<file path="config.mk">
export PLATFORM = sky130hd
export DESIGN_NAME = misr_test_ctrl
export DESIGN_NICKNAME = d
export VERILOG_FILES = /design/src/rtl/misr_test_ctrl.sv
export SDC_FILE = /design/constraint.sdc
export NUM_CORES = 1
export LEC_CHECK = 0
export BUFFER_PORTS_ARGS = -buffer_cell sky130_fd_sc_hd__buf_2
export CAP_MARGIN = 20
export CORE_AREA = 2 2 208 210
export DETAILED_ROUTE_END_ITERATION = 7
export DIE_AREA = 0 0 210 212
export PLACE_DENSITY = 0.53
export SLEW_MARGIN = 20
export SYNTH_ARGS = -nofsm -noshare
export SYNTH_HDL_FRONTEND = slang
export SYNTH_SLANG_ARGS = --single-unit
</file>
<file path="constraint.sdc">
create_clock -name clk_i -period 2.2 [get_ports clk_i]
set_input_delay 0.11 -clock clk_i [delete_from_list [all_inputs] [get_ports clk_i]]
set_output_delay 0.11 -clock clk_i [all_outputs]
set_load 0.05 [all_outputs]
</file>
<file path="src/rtl/misr_test_ctrl.sv">
// Sequences one MISR signature test over a simple bus: clear, program, run, read back, compare.
// Latency: done_o pulses 7+ncyc cycles after an accepted start.
// Backpressure: none; start_i while busy and host requests outside RUN are dropped.
module misr_test_ctrl #(
    parameter int          NBIT_DATA  = 64,
    parameter int          NBIT_ADDR  = 64,
    parameter logic [63:0] START_ADDR = 64'h0000_0000_0200_0000,
    parameter int          CNT_W      = 16
) (
    input  logic                 clk_i,
    input  logic                 rst_ni,
    input  logic                 start_i,
    input  logic [NBIT_DATA-1:0] coeff_i,
    input  logic [NBIT_DATA-1:0] golden_i,
    input  logic [CNT_W-1:0]     ncyc_i,
    output logic                 busy_o,
    output logic                 done_o,
    output logic                 pass_o,
    output logic [NBIT_DATA-1:0] sig_o,
    input  logic                 h_re_i,
    input  logic                 h_we_i,
    input  logic [NBIT_ADDR-1:0] h_addr_i,
    input  logic [NBIT_DATA-1:0] h_wdata_i,
    output logic                 h_gnt_o,
    output logic                 re_o,
    output logic                 we_o,
    output logic [NBIT_ADDR-1:0] addr_o,
    output logic [NBIT_DATA-1:0] wdata_o,
    input  logic [NBIT_DATA-1:0] rdata_i
);

    localparam logic [NBIT_ADDR-1:0] CTRL_ADDR = NBIT_ADDR'(START_ADDR);
    localparam logic [NBIT_ADDR-1:0] COEF_ADDR = NBIT_ADDR'(START_ADDR + 64'h40);
    localparam logic [NBIT_ADDR-1:0] SIG_ADDR  = NBIT_ADDR'(START_ADDR + 64'h80);

    typedef enum logic [3:0] {
        S_IDLE, S_CLR, S_COEF, S_EN, S_RUN, S_RD_SIG, S_CAP, S_DIS, S_FIN
    } state_t;

    state_t               state, state_nxt;
    logic [CNT_W-1:0]     cnt;
    logic [CNT_W-1:0]     ncyc_q;
    logic [NBIT_DATA-1:0] coeff_q;
    logic [NBIT_DATA-1:0] golden_q;

    always_ff @(posedge clk_i or negedge rst_ni) begin
        if (!rst_ni) begin
            state    <= S_IDLE;
            cnt      <= '0;
            ncyc_q   <= '0;
            coeff_q  <= '0;
            golden_q <= '0;
            sig_o    <= '0;
            pass_o   <= 1'b0;
        end else begin
            state <= state_nxt;
            case (state)
                S_IDLE: begin
                    if (start_i) begin
                        coeff_q  <= coeff_i;
                        golden_q <= golden_i;
                        ncyc_q   <= ncyc_i;
                        pass_o   <= 1'b0;
                    end
                end
                S_EN:  cnt <= ncyc_q;
                S_RUN: cnt <= cnt - CNT_W'(1);
                S_CAP: begin
                    // rdata_i answers the read issued in RD_SIG one cycle earlier
                    sig_o  <= rdata_i;
                    pass_o <= (rdata_i == golden_q);
                end
                default: ;
            endcase
        end
    end

    always_comb begin
        state_nxt = state;
        busy_o    = (state != S_IDLE);
        done_o    = 1'b0;
        h_gnt_o   = 1'b0;
        re_o      = 1'b0;
        we_o      = 1'b0;
        addr_o    = '0;
        wdata_o   = '0;
        case (state)
            S_IDLE: begin
                if (start_i) state_nxt = S_CLR;
            end
            S_CLR: begin
                re_o      = 1'b1;
                we_o      = 1'b1;
                addr_o    = CTRL_ADDR;
                wdata_o   = NBIT_DATA'(3);
                state_nxt = S_COEF;
            end
            S_COEF: begin
                re_o      = 1'b1;
                we_o      = 1'b1;
                addr_o    = COEF_ADDR;
                wdata_o   = coeff_q;
                state_nxt = S_EN;
            end
            S_EN: begin
                re_o      = 1'b1;
                we_o      = 1'b1;
                addr_o    = CTRL_ADDR;
                wdata_o   = NBIT_DATA'(1);
                state_nxt = (ncyc_q == '0) ? S_RD_SIG : S_RUN;
            end
            S_RUN: begin
                h_gnt_o = 1'b1;
                re_o    = h_re_i;
                we_o    = h_we_i;
                addr_o  = h_addr_i;
                wdata_o = h_wdata_i;
                // last compaction cycle when the counter is at 1
                if (cnt == CNT_W'(1)) state_nxt = S_RD_SIG;
            end
            S_RD_SIG: begin
                re_o      = 1'b1;
                addr_o    = SIG_ADDR;
                state_nxt = S_CAP;
            end
            S_CAP: state_nxt = S_DIS;
            S_DIS: begin
                re_o      = 1'b1;
                we_o      = 1'b1;
                addr_o    = CTRL_ADDR;
                state_nxt = S_FIN;
            end
            S_FIN: begin
                done_o    = 1'b1;
                state_nxt = S_IDLE;
            end
            default: state_nxt = S_IDLE;
        endcase
    end

endmodule

</file>
==> impl_metrics.json <==
{
  "cts_tree": "built",
  "synth_edf_count": 0,
  "post_dp_cell_area_mm2": 0.01447,
  "finalCritPeriodShare_pct": 109.9,
  "status": "complete, but fails checks",
  "path_cells": "or4b_4, clkinv_8, clkbuf_16, buf_8, a22o_1, buf_12",
  "clock_latency_ps": 540,
  "drt_iter0_drc": 304,
  "r2r-end": "cnt[8]$_DFFE_PN0P_",
  "fp.dieW_um": 210,
  "fin_area_mm2": 0.01901,
  "row_count": 76,
  "crit_family": "simple AND/OR/NAND/NOR gates",
  "crit_arrival_ps": 2310,
  "combPwrFrac_pct": 57.7,
  "rsz0062_at_grt": "yes",
  "drive_gt1_share_pct": 55.47,
  "crit_type": "register to output port",
  "cts_made_buffers": 27,
  "p_seq_share_pct": 27.2,
  "io_buffers": 538,
  "initial_core_util_pct": 25.11,
  "antenna_found_initial": 14,
  "fmax_mhz": 413.6,
  "cp.required_ps": 2090,
  "synth_flop_cell": "dfrtp_1",
  "drc_errors": 0,
  "drtPass1Iterations": 4,
  "hpwlAfterDp_um": 30500,
  "cp_max_fo": 8,
  "maxSlewViolCount": 0,
  "syn_nets": 1170,
  "grt_max_degree": 63,
  "worst_path_largest_cell_delay_ps": 600,
  "synth_area_mm2": 0.01067,
  "p_switching_mw": 12.83,
  "r2r_slack_ps": 80,
  "clock-sinks": 229,
  "synth_top_area_share_pct": 53.69,
  "p_leak_nw": 8.796,
  "worstHoldPathType": "input pin to async pin",
  "grt_remaining_overflow": 0,
  "postLayoutCoreUtil_pct": 44.72,
  "wl_per_cell_um": 20.37,
  "grt_usage_pct": 18.20,
  "via_per_inst": 4.554,
  "area_growth_pct": 78.09,
  "hold_viol": 0,
  "swShare_pct": 44.28,
  "synthArstFlopShare_pct": 100.0,
  "design.core.area_mm2": 0.04251,
  "endpoint_kind": "output port",
  "power_density_mw_per_mm2": 1524,
  "final.min_clock_period_ps": 2418,
  "grt_pass1_vias": 10650,
  "power.total_mw": 28.97,
  "worstSetupStartpoint": "state[3]$_DFFE_PN0P_",
  "tightestPinTransition_ps": 538.0,
  "cts_max_path_buffers": 3,
  "routabilityCongestion": 0.8161,
  "r2r-start": "state[3]$_DFFE_PN0P_",
  "setup-violations-final": 125,
  "die_y_um": 212,
  "synth_cells": 827,
  "io_pins": 539,
  "die_area_mm2": 0.04452,
  "n_fill_cell": 3819,
  "wl_met2_um": 22860,
  "clock_power_share_pct": 15.1,
  "fin_ws_ps": -217.6,
  "grt_pass1_wl_um": 61720,
  "path_clk_slew_ps": 60,
  "maxUsedRoutingLayer": "met5",
  "slew_headroom_pct": 64.13,
  "p_int_mw": 16.14,
  "cp.buffers_inverters": 4,
  "layout.nets": 1962,
  "reg2regPathDepth": 5,
  "route.met3.wl_um": 2919,
  "worst_ir_drop_vdd_v": 0.0009369,
  "htreeDepth": 1,
  "maxCapViolCount": 0,
  "skew_ps": 9.067,
  "wl_met1_um": 16310,
  "yosysSeqAreaShare_pct": 53.69,
  "synth_area_leaders": "dfrtp_1, mux2_2, a22o_1",
  "yosysTopAreaCell": "dfrtp_1",
  "wl_um": 44680,
  "setup_tns_ps": -20090,
  "yosysWarnings": 0,
  "synth_seq_cells": 229,
  "syn_area_per_cell_um2": 12.91,
  "cp-start-kind": "register",
  "cts_root_buffer": "clkbuf_16",
  "yosysUniqueCellTypes": 46,
  "violations": "negative setup slack",
  "num_vias": 9988,
  "ant_nets": 0,
  "slowest_stage": "or4b_4"
}
-- placed cells by master, fill, tap and decap left out, types with 2 or more instances in the layout --
cell type	n
nor3_1	6
buf_2	412
clkbuf_16	34
buf_12	26
dfrtp_1	229
nor2_1	23
nand3_1	7
a221o_1	4
clkbuf_1	5
a22o_1	56
bufinv_16	2
buf_4	27
nand2_1	14
or4_1	3
a211oi_1	5
nor4_1	14
dlygate4sd3_1	210
o21ai_0	9
diode_2	12
xnor2_1	58
inv_1	5
o22ai_1	4
buf_8	46
ha_1	2
mux2_2	208
buf_6	83
clkbuf_8	4
and2_1	23
a31oi_1	4
and3_1	2
a22o_4	6
o311ai_0	2
a21oi_1	10
buf_16	4
xor2_1	8
clkinv_2	5
nand4_1	13
and2_4	40
-- power groups by stage --
stage               clock, mW  sequential, mW  combinational (mW)
floorplan                   0            9.55                8.22
global placement            0            7.86                13.8
detailed placement          0            7.90                13.9
CTS                      4.50            7.86                15.8
global route             4.69            8.14                17.5
finish                   4.37            7.88                16.7
-- how the worst max path moves through the flow --
stage,cells after the start,endpoint
5_1_grt,6,wdata_o[57]
3_5_place_dp,5,cnt[8]$_DFFE_PN0P_
2_1_floorplan,6,addr_o[0]
4_1_cts,6,wdata_o[48]
6_report,6,wdata_o[57]
3_3_place_gp,5,cnt[8]$_DFFE_PN0P_
-- per-layer routing --
metal	GRT usage [%]	up-vias
met5	0	-
met4	10.98	2
met3	4.225	102
met2	32.59	411
met1	19.60	4886
li1	-	4587
-- final cells by class --
cell class                 instances  area [µm²]  area share (%)
clock buffer                      36       749.5           3.943
antenna                           12       30.03          0.1580
tap                              546       683.2           3.594
inverter                           6       35.03          0.1843
sequential                       229        5731           30.15
timing repair buffer             815        6798           35.76
multi-input combinational        540        4882           25.68
clock inverter                     9       101.3          0.5331
-- flip-flops by register name, summed over array words and instances, names as in the netlist --
register,count
coeff_q,64
golden_q,64
sig_o,64
cnt,16
ncyc_q,16
state,4
pass_o,1
-- timing repair --
| action | 4_1_cts | 5_1_grt |
|---|---|---|
| hold endpoints to repair | 379 | 0 |
| cloned | 4 | 9 |
| hold buffers | 210 | 0 |
| setup endpoints to repair | 125 | 125 |
| gates resized for setup | 256 | 95 |
| buffers inserted | 4 | 10 |
| pin swaps | 21 | 60 |
-- through the flow --
stage / setup WS (ps) / hold WS (ps) / std cells
5_1_grt: -273.3 / 152.5 / 2191
4_1_cts: -240.7 / 118.6 / 2164
2_1_floorplan: 111.8 / -185.6 / 827
6_report: -217.6 / 125.4 / 2193
3_5_place_dp: 126.6 / 113.6 / 1901
3_3_place_gp: 171.0 / 111.1 / 1901
-- synthesized netlist by cell type (2+ instances only) --
library cell and count:
a211oi_1 5, a21oi_1 10, a221o_1 4, a22o_1 62, a31oi_1 4, and2_1 63
and3_1 2, buf_2 18, clkbuf_1 33, dfrtp_1 229, ha_1 2, inv_1 5
mux2_2 208, nand2_1 14, nand3_1 7, nand4_1 13, nor2_1 23, nor3_1 6
nor4_1 14, o21ai_0 9, o22ai_1 4, o311ai_0 2, or4_1 3, xnor2_1 58
xor2_1 8
-- cell families (layout without fill, tap and decap cells) --
logic type | count (synthesis) | in the layout | synth area share (%)
flops | 229 | 229 | 53.69
mux | 208 | 208 | 21.94
simple gates | 158 | 158 | 8.581
compound gates | 106 | 106 | 7.854
xor+xnor | 66 | 66 | 5.416
buf+inv | 58 | 866 | 2.286
fa+ha+maj | 2 | 2 | 0.2344
other cells | 0 | 12 | 0
(Power assumes the default switching activity.)
